### config.mk
export PLATFORM = sky130hd
export DESIGN_NAME = pose_accumulator
export DESIGN_NICKNAME = d
export VERILOG_FILES = /design/src/rtl/pose_pkg.sv /design/src/rtl/axis_step_counter.sv /design/src/rtl/pose_accumulator.sv
export SDC_FILE = /design/constraint.sdc
export NUM_CORES = 1
export LEC_CHECK = 0
export CAP_MARGIN = 25
export CORE_ASPECT_RATIO = 0.7
export CORE_MARGIN = 2
export CORE_UTILIZATION = 57
export CTS_BUF_LIST = sky130_fd_sc_hd__clkbuf_16
export DETAILED_ROUTE_END_ITERATION = 10
export PLACE_DENSITY_LB_ADDON = 0.3
export SLEW_MARGIN = 20
export SYNTH_ARGS = -nofsm -noshare
export SYNTH_HDL_FRONTEND = slang
export SYNTH_HIERARCHICAL = 1
export SYNTH_SLANG_ARGS = --single-unit
export TNS_END_PERCENT = 1
### constraint.sdc
create_clock -name clock -period 3.1 [get_ports clock]
set_clock_uncertainty 0.15 [all_clocks]
set_input_delay 0.62 -clock clock [delete_from_list [all_inputs] [get_ports clock]]
set_output_delay 0.62 -clock clock [all_outputs]
set_load 0.005 [all_outputs]
### src/rtl/pose_pkg.sv
// rtl/pose_pkg.sv - shared widths, pose record and handshake FSM states for pose_accumulator
package pose_pkg;

  localparam int COORD_W_DEF = 8;
  localparam int ANG_W_DEF   = 6;
  localparam int POSE_W      = 3 * COORD_W_DEF + 3 * ANG_W_DEF;

  // x sits in the MSBs so the packed struct matches the plot_pose bus layout
  typedef struct packed {
    logic [COORD_W_DEF-1:0] x;
    logic [COORD_W_DEF-1:0] y;
    logic [COORD_W_DEF-1:0] z;
    logic [ANG_W_DEF-1:0]   r1;
    logic [ANG_W_DEF-1:0]   r2;
    logic [ANG_W_DEF-1:0]   r3;
  } pose_t;

  typedef enum logic {
    IDLE  = 1'b0,
    OFFER = 1'b1
  } state_e;

endpackage

### src/rtl/axis_step_counter.sv
// rtl/axis_step_counter.sv - one pose axis: steps by STEP per enabled cycle, wrapping or saturating
module axis_step_counter #(
  parameter int WIDTH = 8,
  parameter int STEP  = 1,
  parameter int INIT  = 0,
  parameter bit WRAP  = 1'b0
) (
  input  logic             clock,
  input  logic             resetn,
  input  logic             enable,
  input  logic             add_sub,
  output logic [WIDTH-1:0] value
);

  logic [WIDTH-1:0] value_q, value_d;
  logic [WIDTH:0]   sum, diff;

  // The extra MSB of sum/diff is the carry/borrow that decides saturation
  always_comb begin
    sum     = {1'b0, value_q} + (WIDTH+1)'(STEP);
    diff    = {1'b0, value_q} - (WIDTH+1)'(STEP);
    value_d = value_q;
    if (enable) begin
      if (add_sub) begin
        value_d = (sum[WIDTH] && !WRAP) ? {WIDTH{1'b1}} : sum[WIDTH-1:0];
      end else begin
        value_d = (diff[WIDTH] && !WRAP) ? {WIDTH{1'b0}} : diff[WIDTH-1:0];
      end
    end
  end

  always_ff @(posedge clock or negedge resetn) begin
    if (!resetn) value_q <= WIDTH'(INIT);
    else         value_q <= value_d;
  end

  assign value = value_q;

endmodule

### src/rtl/pose_accumulator.sv
// rtl/pose_accumulator.sv - pose registers plus valid/ready snapshot offer; COORD_WRAP_EN makes X/Y/Z wrap
module pose_accumulator
  import pose_pkg::*;
#(
  parameter int COORD_W    = COORD_W_DEF,
  parameter int ANG_W      = ANG_W_DEF,
  parameter int STEP       = 1,
  parameter int COORD_INIT = 0
) (
  input  logic                           clock,
  input  logic                           resetn,
  input  logic                           EnableX,
  input  logic                           EnableY,
  input  logic                           EnableZ,
  input  logic                           add_sub_X,
  input  logic                           add_sub_Y,
  input  logic                           add_sub_Z,
  input  logic                           EnableR1,
  input  logic                           EnableR2,
  input  logic                           EnableR3,
  input  logic                           add_sub_R1,
  input  logic                           add_sub_R2,
  input  logic                           add_sub_R3,
  input  logic                           plot_dot,
  input  logic                           plot_ready,
  output logic [COORD_W-1:0]             pos_x,
  output logic [COORD_W-1:0]             pos_y,
  output logic [COORD_W-1:0]             pos_z,
  output logic [ANG_W-1:0]               rot_1,
  output logic [ANG_W-1:0]               rot_2,
  output logic [ANG_W-1:0]               rot_3,
  output logic                           plot_valid,
  output logic [3*COORD_W+3*ANG_W-1:0]   plot_pose
);

  localparam int PW = 3 * COORD_W + 3 * ANG_W;
`ifdef COORD_WRAP_EN
  localparam bit COORD_WRAP = 1'b1;
`else
  localparam bit COORD_WRAP = 1'b0;
`endif

  axis_step_counter #(.WIDTH(COORD_W), .STEP(STEP), .INIT(COORD_INIT), .WRAP(COORD_WRAP)) u_x (
    .clock(clock), .resetn(resetn), .enable(EnableX), .add_sub(add_sub_X), .value(pos_x));
  axis_step_counter #(.WIDTH(COORD_W), .STEP(STEP), .INIT(COORD_INIT), .WRAP(COORD_WRAP)) u_y (
    .clock(clock), .resetn(resetn), .enable(EnableY), .add_sub(add_sub_Y), .value(pos_y));
  axis_step_counter #(.WIDTH(COORD_W), .STEP(STEP), .INIT(COORD_INIT), .WRAP(COORD_WRAP)) u_z (
    .clock(clock), .resetn(resetn), .enable(EnableZ), .add_sub(add_sub_Z), .value(pos_z));
  axis_step_counter #(.WIDTH(ANG_W), .STEP(STEP), .INIT(0), .WRAP(1'b1)) u_r1 (
    .clock(clock), .resetn(resetn), .enable(EnableR1), .add_sub(add_sub_R1), .value(rot_1));
  axis_step_counter #(.WIDTH(ANG_W), .STEP(STEP), .INIT(0), .WRAP(1'b1)) u_r2 (
    .clock(clock), .resetn(resetn), .enable(EnableR2), .add_sub(add_sub_R2), .value(rot_2));
  axis_step_counter #(.WIDTH(ANG_W), .STEP(STEP), .INIT(0), .WRAP(1'b1)) u_r3 (
    .clock(clock), .resetn(resetn), .enable(EnableR3), .add_sub(add_sub_R3), .value(rot_3));

  state_e          state_q, state_d;
  logic            pending_q, pending_d;
  logic [PW-1:0]   pose_q, pose_d;
  logic            any_event;
  logic            capture;
  logic [PW-1:0]   live_pose;

  assign any_event = EnableX | EnableY | EnableZ | EnableR1 | EnableR2 | EnableR3 | plot_dot;
  assign live_pose = {pos_x, pos_y, pos_z, rot_1, rot_2, rot_3};

  // A capture takes the registered pose, so an event in the capture cycle
  // itself is not in that snapshot and must leave pending set.
  always_comb begin
    state_d   = state_q;
    pose_d    = pose_q;
    pending_d = pending_q | any_event;
    capture   = 1'b0;
    case (state_q)
      IDLE: begin
        if (pending_q) begin
          capture = 1'b1;
          state_d = OFFER;
        end
      end
      OFFER: begin
        if (plot_ready) begin
          if (pending_q || any_event) capture = 1'b1;
          else                        state_d = IDLE;
        end
      end
      default: state_d = IDLE;
    endcase
    if (capture) begin
      pose_d    = live_pose;
      pending_d = any_event;
    end
  end

  always_ff @(posedge clock or negedge resetn) begin
    if (!resetn) begin
      state_q   <= IDLE;
      pending_q <= 1'b0;
      pose_q    <= '0;
    end else begin
      state_q   <= state_d;
      pending_q <= pending_d;
      pose_q    <= pose_d;
    end
  end

  assign plot_valid = (state_q == OFFER);
  assign plot_pose  = pose_q;

endmodule

---- Yosys cells after proc, flatten, opt, wreduce, memory -nomap -nowiden ----
Cells that the tools add are included.
word-level totals
  bits of input ports ..................... 16
  logic and storage cells ................. 49
  register bits after elaboration ......... 86
  output and inout bits ................... 85
cells by class
  reductions and logical operators ........ 1
  multiplexer cells ....................... 19
  $add $sub $neg .......................... 12
  bitwise operators ....................... 8
operators by type and width
  cell                                                                 number
  8-bit two-way mux                                                    9
  8-bit by 1-bit adder with 9-bit output (second input constant)       3
  8-bit by 1-bit subtractor with 9-bit output (second input constant)  3
  6-bit by 1-bit adder with 6-bit output (second input constant)       3
  6-bit two-way mux                                                    3
  6-bit by 1-bit subtractor with 6-bit output (second input constant)  3
  1-bit OR                                                             7
  1-bit two-way mux                                                    5
  1-bit case mux with 2 select lines                                   2
  1-bit logical OR                                                     1
  1-bit inverter                                                       1

---- Logic depth before layout (Yosys ltp) ----
Gate-level depths: netlist of run 1.
  depth in word-level cells ............... 11
  gate-level depth with buffers ........... 6
  gate-level depth less buffers ........... 6

---- Hierarchy ----
Netlist of run 1, hierarchy kept.
modules (own cells, without submodules)
  module                         seq. area each (um^2)  area each (um^2)  instances  cells an instance
  pose_accumulator               1101.1                 1859.3            1          99
  axis_step_counter at u_y ...   200.2                  690.7             2          87
  axis_step_counter at u_r1 ...  150.1                  432.9             3          39
  axis_step_counter at u_x       200.2                  658.1             1          82

---- Worst setup path before layout of run 1 ----
Ideal clock, no wire load.
  path type ............................... input to register
  from .................................... input port add_sub_R1
  to ...................................... register u_r1.value_q[4], in the netlist u_r1/value[4]
  cell stages on the path ................. 6
  path buffers ............................ 0
  setup slack ............................. 1123 ps
  required time ........................... 2825 ps
  setup time .............................. 125 ps
  arrival ................................. 1702 ps
  cells stage by stage .................... inv_1 -> fa_1 -> a21o_1 -> a21oi_2 -> xnor2_1 -> mux2_2
between the ends
  cells in the longest elaborated chain, start to end .. 1
RTL lines
  what                  line                     text
  start, declared       pose_accumulator.sv:21   input logic add_sub_R1,
  6-bit two-way mux     axis_step_counter.sv:24  if (add_sub) begin
  end signal, assigned  axis_step_counter.sv:33  if (!resetn) value_q <= WIDTH'(INIT);
  end signal, assigned  axis_step_counter.sv:34  else value_q <= value_d;
  end, declared         axis_step_counter.sv:15  logic [WIDTH-1:0] value_q, value_d;
No other way between the ends.
A chain may end at the register's enable or synchronous reset.

---- Final worst setup path of run 1 ----
  from .................................... input port add_sub_R2
  to ...................................... register u_r2.value_q[5], in the netlist u_r2/value[5]
between the ends
  cells in the longest elaborated chain, start to end .. 1
RTL lines
  what                  line                     text
  start, declared       pose_accumulator.sv:22   input logic add_sub_R2,
  6-bit two-way mux     axis_step_counter.sv:24
  end signal, assigned  axis_step_counter.sv:33
  end signal, assigned  axis_step_counter.sv:34
  end, declared         axis_step_counter.sv:15
No other way between the ends.

==> implementation parameters, run 1 <==
Parameter                              Value

Global route
  Total global routing track utilization    0.2573
  Number of antenna violations at the first check in global routing    0
  First-pass GRT wire length    20490 um
  Largest net degree at the start of global routing    70
  Via count of the first global-routing pass    4020
  Total congestion overflow after global routing    0

Logic synthesis
  Most frequently used flop master after synthesis    sky130_fd_sc_hd__dfrtp_1
  Post-synthesis sequential area ratio    0.4141
  Per-instance average area after synthesis    11.01 sq um
  Area share of the largest cell type after synthesis    0.4141
  Leading area contributor after synthesis    sky130_fd_sc_hd__dfrtp_1
  Ys async rst share    1.000
  Cell area after synthesis    5197 sq um
  Total nets after synthesis    509
  EDFF count, synth    0
  Main area contributors after synthesis    sky130_fd_sc_hd__dfrtp_1 41%, sky130_fd_sc_hd__mux2_4 12%, sky130_fd_sc_hd__ha_1 4.3%
  Cell variety after synth    62
  Syn Inst Count    472
  #FFs+latches synth    86
  Synth Warn #    6

Critical path
  Cell-by-cell listing of the critical path    clkdlybuf4s50_1, inv_1, ha_1, o211ai_1, or2_4, a41oi_2, o2111ai_1
  End of the critical path    u_r2/value[5]$_DFFE_PN0P_
  Capturing point of the worst reg2reg path    u_x/value[3]$_DFFE_PN0P_
  Startpoint of the worst register-to-register path    u_x/value[0]$_DFFE_PN0P_
  Slowest cell delay on critical path    0.56 ns
  WS Path Type    in -> reg
  Gate family responsible for the most delay along the worst path    buffers and inverters
  CP Capture Type    flop
  Data arrival time at the worst-slack endpoint    2.50 ns
  Worst-path maximum fanout    5
  Number of buffer and inverter instances along the worst setup path    2
  Worst Reg2Reg Path Length in Cells    6
  Number of logic stages on the critical path including buffering    7
  Worst R2R Setup Slack    0.85 ns
  Master of the slowest instance on the critical path    sky130_fd_sc_hd__clkdlybuf4s50_1
  Critical Path Start Type    input pin
  Required @ worst endpoint    3.15 ns
  Setup crit start    add_sub_R2

Floorplanning
  Count of pins on the block boundary    101
  Area of the die    9910 sq um
  Number of cell rows    29
  Floorplan die height    83.89 um
  Placeable core region    8962 sq um
  Initial cell density of the core    0.5799
  Die width    118.1 um

Pwr
  Logic pwr share    0.461
  Sw power    2.324 mW
  Switch share    0.3541
  Internal power    4.239 mW
  Power share of the clock group    0.172
  P per Cell Area    990.5 nW/um^2
  Total power    6.563 mW
  Sequential group share of total power    0.367
  Maximum vdd ir drop    501.6 uV
  Leakage component of the power    2.812 nW

Clocking
  Deepest level of the CTS H-tree    3
  CTS tree    built
  Cells resized by post-CTS repair    0
  Clock-pin transition on the worst setup and hold timing paths    0.06 ns
  Number of buffers on the longest clock path    2
  Setup Fix Bufs, Post-CTS    0
  Worst-skew pair later-pin latency    0.34 ns
  Total clock buffers created by CTS    9
  Clk Tree Root Cell    sky130_fd_sc_hd__clkbuf_16
  Hold Buf Count CTS    1
  Clk sink count    86

STA
  Total negative setup slack    0 ns
  Fmax    408.6 MHz
  Worst-Margin Slew    0.5120 ns
  Final max-slew violation count    0
  Final setup fails    0
  Worst slew margin    0.6561
  Crit share post-route    0.7895
  Final hold vios    0
  Clock period minus final worst setup slack    2.447 ns
  Unrepaired setup endpoints after global routing    false

Placement
  GP Congestion    0.8951
  Placed Instances    681
  Count of buffers from port buffering    100
  DP HPWL    8427 um

Cells and area
  Register cell area after layout    2152 sq um
  Final nets    606
  Share of layout cells above drive strength 1    0.1672
  Post-Route Utilization    0.7394
  Count of inserted antenna diode cells    0
  Area of the multi-input gates    2846 sq um
  Fill cell count    654
  Finished Layout Cells    698
  Post-synthesis to final-layout area growth    27.49%

Hold path
  Count of cells along the worst hold path    1
  Min-Delay Path Class    reg -> reg

Routing
  DR WL met2    5736 um
  Top metal layer carrying routed signals    met4
  Total wire length after detailed routing    12310 um
  Met3 routed wirelength    816 um
  Remaining number of nets flagged by the antenna check after routing    0
  Routed via count divided by cell count    6.085
  Detailed-routing wirelength on met1    5650 um
  DR vias    4247
  Post-DR wirelength/cell    17.63 um
  Initial detailed-routing violation count    355
  Initial DRT Pass Iterations    5
  DRC    0

Outcome
  Outcome    complete, no violations

Job
  Number of violations of the max-capacitance limit    0
-- cells in the final DEF (no fill, tap or decap), types with 4 or more instances in the layout --
| cell type | Yosys | layout |
|---|---|---|
| sky130_fd_sc_hd__inv_1 | 17 | 19 |
| sky130_fd_sc_hd__o21ai_0 | 13 | 13 |
| sky130_fd_sc_hd__nand4_1 | 4 | 4 |
| sky130_fd_sc_hd__ha_1 | 18 | 18 |
| sky130_fd_sc_hd__mux2_4 | 40 | 40 |
| sky130_fd_sc_hd__o31ai_1 | 4 | 4 |
| sky130_fd_sc_hd__o211ai_1 | 13 | 13 |
| sky130_fd_sc_hd__nor3_1 | 18 | 18 |
| sky130_fd_sc_hd__nand2_1 | 24 | 24 |
| sky130_fd_sc_hd__o221ai_1 | 4 | 4 |
| sky130_fd_sc_hd__nand3b_1 | 5 | 5 |
| sky130_fd_sc_hd__nor4_1 | 5 | 5 |
| sky130_fd_sc_hd__dfrtp_1 | 86 | 86 |
| sky130_fd_sc_hd__and3_1 | 6 | 6 |
| sky130_fd_sc_hd__nor3_2 | 4 | 4 |
| sky130_fd_sc_hd__mux2i_1 | 5 | 5 |
| sky130_fd_sc_hd__nand3_1 | 24 | 24 |
| sky130_fd_sc_hd__a21oi_1 | 25 | 25 |
| sky130_fd_sc_hd__xnor2_1 | 9 | 9 |
| sky130_fd_sc_hd__o2111ai_1 | 6 | 6 |
| sky130_fd_sc_hd__mux2_2 | 11 | 11 |
| sky130_fd_sc_hd__nand2b_1 | 11 | 11 |
| sky130_fd_sc_hd__a211oi_1 | 5 | 5 |
| sky130_fd_sc_hd__buf_4 | 2 | 5 |
| sky130_fd_sc_hd__clkbuf_16 | 0 | 9 |
| sky130_fd_sc_hd__nor3b_1 | 5 | 5 |
| sky130_fd_sc_hd__a21o_1 | 7 | 7 |
| sky130_fd_sc_hd__a31oi_1 | 4 | 4 |
| sky130_fd_sc_hd__nor2_1 | 19 | 19 |
| sky130_fd_sc_hd__clkdlybuf4s50_1 | 0 | 99 |
-- sequential cells by signal, summed over array words and instances, names as in the netlist --
| name | cells |
|---|---|
| plot_pose | 42 |
| u_x/value | 8 |
| u_y/value | 8 |
| u_z/value | 8 |
| u_r1/value | 6 |
| u_r2/value | 6 |
| u_r3/value | 6 |
| pending_q | 1 |
| plot_valid | 1 |
-- kinds of logic after synthesis --
group,after synthesis,share of synthesized area
simple gates,146,0.1680
compound gates,111,0.1555
flops,86,0.4141
mux,56,0.1490
buf+inv,40,0.03827
fa+ha+maj,21,0.05489
xor+xnor,12,0.02022
-- worst reg2reg max path, delay by kind of cell (launching register included) --
| family | cells | cell delay (ns) |
|---|---|---|
| fa+ha+maj | 1 | 0.21 |
| buf+inv | 1 | 0.17 |
| flops | 1 | 0.49 |
| compound gates | 2 | 0.47 |
| simple gates | 2 | 0.64 |
-- layout make-up --
type                       count  share of cell area
clock buffer                   9             0.03399
multi-input combinational    346              0.4296
clock inverter                 7             0.01227
sequential                    86              0.3248
tap                          124             0.02341
timing repair buffer         108              0.1658
inverter                      18             0.01020
-- how the worst min path moves through the flow --
stage | start | end | slack [ns]
floorplan | resetn | pending_q$_DFF_PN0_ | 0.17
global route | plot_pose[23]$_DFFE_PN0P_ | plot_pose[23]$_DFFE_PN0P_ | 0.37
CTS | plot_pose[28]$_DFFE_PN0P_ | plot_pose[28]$_DFFE_PN0P_ | 0.36
finish | plot_pose[17]$_DFFE_PN0P_ | plot_pose[17]$_DFFE_PN0P_ | 0.36
global placement | pending_q$_DFF_PN0_ | plot_valid$_DFF_PN0_ | 0.33
detailed placement | plot_pose[20]$_DFFE_PN0P_ | plot_pose[20]$_DFFE_PN0P_ | 0.34
-- per-layer routing --
layer,track usage,vias up
met3,0.05738,12
li1,-,1969
met5,0,-
met2,0.3878,182
met1,0.3754,2084
met4,0.06791,0
-- metrics by stage --
step / instance area (sq um) / setup slack (ns) / hold slack, ns
after floorplan: 5197 / 1.123 / 0.1744
after global placement: 6310 / 0.4830 / 0.3318
after detailed placement: 6310 / 0.3367 / 0.3428
after CTS: 6626 / 0.6712 / 0.3628
after global routing: 6626 / 0.5770 / 0.3704
final: 6626 / 0.6526 / 0.3581
-- power by group through the flow --
stage	Clock, mW	Sequential (mW)	Combinational, mW
finish	1.13	2.41	3.02
global route	1.20	2.51	3.26
CTS	1.15	2.40	3.03
detailed placement	0	2.40	2.99
global placement	0	2.37	2.88
floorplan	0	2.18	1.76
-- synthesized netlist by cell type, types with 13 or more instances --
cell and number:
sky130_fd_sc_hd__dfrtp_1 86, sky130_fd_sc_hd__mux2_4 40, sky130_fd_sc_hd__a21oi_1 25, sky130_fd_sc_hd__nand2_1 24, sky130_fd_sc_hd__nand3_1 24, sky130_fd_sc_hd__nor2_1 19, sky130_fd_sc_hd__ha_1 18, sky130_fd_sc_hd__nor3_1 18
sky130_fd_sc_hd__inv_1 17, sky130_fd_sc_hd__o211ai_1 13, sky130_fd_sc_hd__o21ai_0 13
(Power assumes the default switching activity.)
==> inputs of run 2 (changes only) <==
CORE_UTILIZATION = 53   (was 57)
clock period = 2.3 ns   (was 3.1 ns; I/O delays follow)
==> run 2 against run 1 <==
Net effect: die area grew 7.2%; via count increased by 3.6%; worst setup slack got worse by 0.60 ns; wire length rose by 1.9%; final cell count rose by 5.3%; hold slack barely moved; critical path depth is 6 lower; core utilization fell by 2.9 points; sequential share of layout area is 0.96 points lower; sequential cell count stayed put; sequential power up 33%; critical path type is now reg -> out; highest routed layer unchanged.
==> implementation parameters, run 2 (synthesis results as in run 1) <==
Parameter                              Value

Floorplanning
  Die width    122.4 um
  Count of pins on the block boundary    101
  Placeable core region    9609 sq um
  Initial cell density of the core    0.5409
  Number of cell rows    30
  Floorplan die height    86.86 um
  Area of the die    10630 sq um

Critical path
  Worst R2R Setup Slack    0.14 ns
  Cell-by-cell listing of the critical path    clkdlybuf4s50_1
  Critical Path Start Type    flop
  WS Path Type    reg -> out
  Required @ worst endpoint    1.69 ns
  Startpoint of the worst register-to-register path    u_x/value[0]$_DFFE_PN0P_
  CP Capture Type    primary output
  Gate family responsible for the most delay along the worst path    flip-flops
  Number of buffer and inverter instances along the worst setup path    1
  Number of logic stages on the critical path including buffering    1
  Capturing point of the worst reg2reg path    u_x/value[3]$_DFFE_PN0P_
  Master of the slowest instance on the critical path    sky130_fd_sc_hd__dfrtp_1
  Data arrival time at the worst-slack endpoint    1.63 ns
  Worst-path maximum fanout    16
  Worst Reg2Reg Path Length in Cells    6
  Slowest cell delay on critical path    0.69 ns

Cells and area
  Most frequent cells in the layout    99 x sky130_fd_sc_hd__clkdlybuf4s50_1, 86 x sky130_fd_sc_hd__dfrtp_1, 40 x sky130_fd_sc_hd__mux2_4, 40 x sky130_fd_sc_hd__buf_4
  Fill cell count    707
  Area of the multi-input gates    2850 sq um
  Most common cell after layout, fill and taps aside    sky130_fd_sc_hd__clkdlybuf4s50_1
  Max FFs per register    42
  Share of layout cells above drive strength 1    0.2158
  Register cell area after layout    2152 sq um
  Post-synthesis to final-layout area growth    31.37%
  Final nets    640
  Count of inserted antenna diode cells    0

Clocking
  Total clock buffers created by CTS    9
  Clk sink count    86
  CTS tree    built
  Clk Tree Root Cell    sky130_fd_sc_hd__clkbuf_16
  Deepest level of the CTS H-tree    3
  Worst-skew pair later-pin latency    0.33 ns
  Clock-pin transition on the worst setup and hold timing paths    0.06 ns
  Number of buffers on the longest clock path    2

Routing
  Post-DR wirelength/cell    17.05 um
  DR vias    4401
  DR WL met2    5809 um
  DRC    0
  Met3 routed wirelength    935 um
  Detailed-routing wirelength on met1    5713 um
  Initial DRT Pass Iterations    5
  Total wire length after detailed routing    12540 um
  Initial detailed-routing violation count    438
  Remaining number of nets flagged by the antenna check after routing    0
  Top metal layer carrying routed signals    met4
  Routed via count divided by cell count    5.988

Outcome
  Outcome    complete, no violations

STA
  Fmax    445.9 MHz
  Final setup fails    0
  Worst slew margin    0.6344
  Unrepaired setup endpoints after global routing    false
  Final max-slew violation count    0
  Clock period minus final worst setup slack    2.242 ns
  Worst-Margin Slew    0.5484 ns
  Crit share post-route    0.9750
  Final hold vios    0
  Total negative setup slack    0 ns

Pwr
  Internal power    5.713 mW
  P per Cell Area    1303 nW/um^2
  Sequential group share of total power    0.360
  Switch share    0.3578
  Power share of the clock group    0.144
  Maximum vdd ir drop    599.7 uV
  Leakage component of the power    2.947 nW
  Sw power    3.182 mW
  Logic pwr share    0.496
  Total power    8.895 mW

Placement
  GP Congestion    0.8777
  DP HPWL    8972 um
  Count of buffers from port buffering    100

Hold path
  Hold path start    plot_pose[6]$_DFFE_PN0P_
  Min-Delay Path Class    reg -> reg
  Hold endpoint    plot_pose[6]$_DFFE_PN0P_
  Count of cells along the worst hold path    1

Global route
  Largest net degree at the start of global routing    43
  Total congestion overflow after global routing    0
  Total global routing track utilization    0.2480
  Via count of the first global-routing pass    4152
  Number of antenna violations at the first check in global routing    0
  First-pass GRT wire length    20910 um

Job
  Number of violations of the max-capacitance limit    0
## run 2: layout make-up
class                   instances  share of cell area
clock buffers                   9             0.03299
clock inverters                 6            0.004581
inverters                      18            0.009896
multi-input cells             346              0.4174
flip-flops and latches         86              0.3152
well taps                     128             0.02346
repair buffers                142              0.1964
## run 2: power groups by stage
stage                     logic [mW]  registers [mW]  clock network [mW]
after CTS                       4.41            3.19                1.31
after detailed placement        4.36            3.20                   0
final                           4.41            3.20                1.28
after floorplan                 2.37            2.93                   0
after global routing            4.80            3.33                1.39
after global placement          4.21            3.17                   0
## run 2: worst max path at each step
stage / start / end / slack, ns
finish: u_y/value[3]$_DFFE_PN0P_ / pos_y[3] / 0.06
global route: u_y/value[3]$_DFFE_PN0P_ / pos_y[3] / 0.01
CTS: u_y/value[3]$_DFFE_PN0P_ / pos_y[3] / 0.07
detailed placement: add_sub_R3 / u_r3/value[5]$_DFFE_PN0P_ / -0.14
global placement: add_sub_R3 / u_r3/value[4]$_DFFE_PN0P_ / -0.06
floorplan: u_z/value[0]$_DFFE_PN0P_ / u_z/value[7]$_DFFE_PN0P_ / 0.39
## run 2: layer usage
metal  GRT usage  up-vias
met5           0        -
met4     0.05329        0
met3     0.06741        6
met2      0.3803      190
met1      0.3550     2168
li1            -     2037
## run 2: what timing repair did
item	CTS	global route
hold endpoints to repair	33	0
endpoints found under the setup margin	0	1
hold buffers	1	0
gates resized for setup	0	1
setup buffers	0	0
## run 2: per-stage QoR
step	worst slack [ns]	instance area, sq um	utilization	hold slack, ns	cells
finish	0.05755	6828	0.7105	0.3580	735
global route	0.01098	6828	0.7105	0.3762	735
CTS	0.07329	6824	0.7102	0.3605	735
detailed placement	-0.1374	6558	0.6824	0.3076	719
global placement	-0.05965	6558	0.6824	0.2983	719
floorplan	0.3916	5197	-	0.01441	472
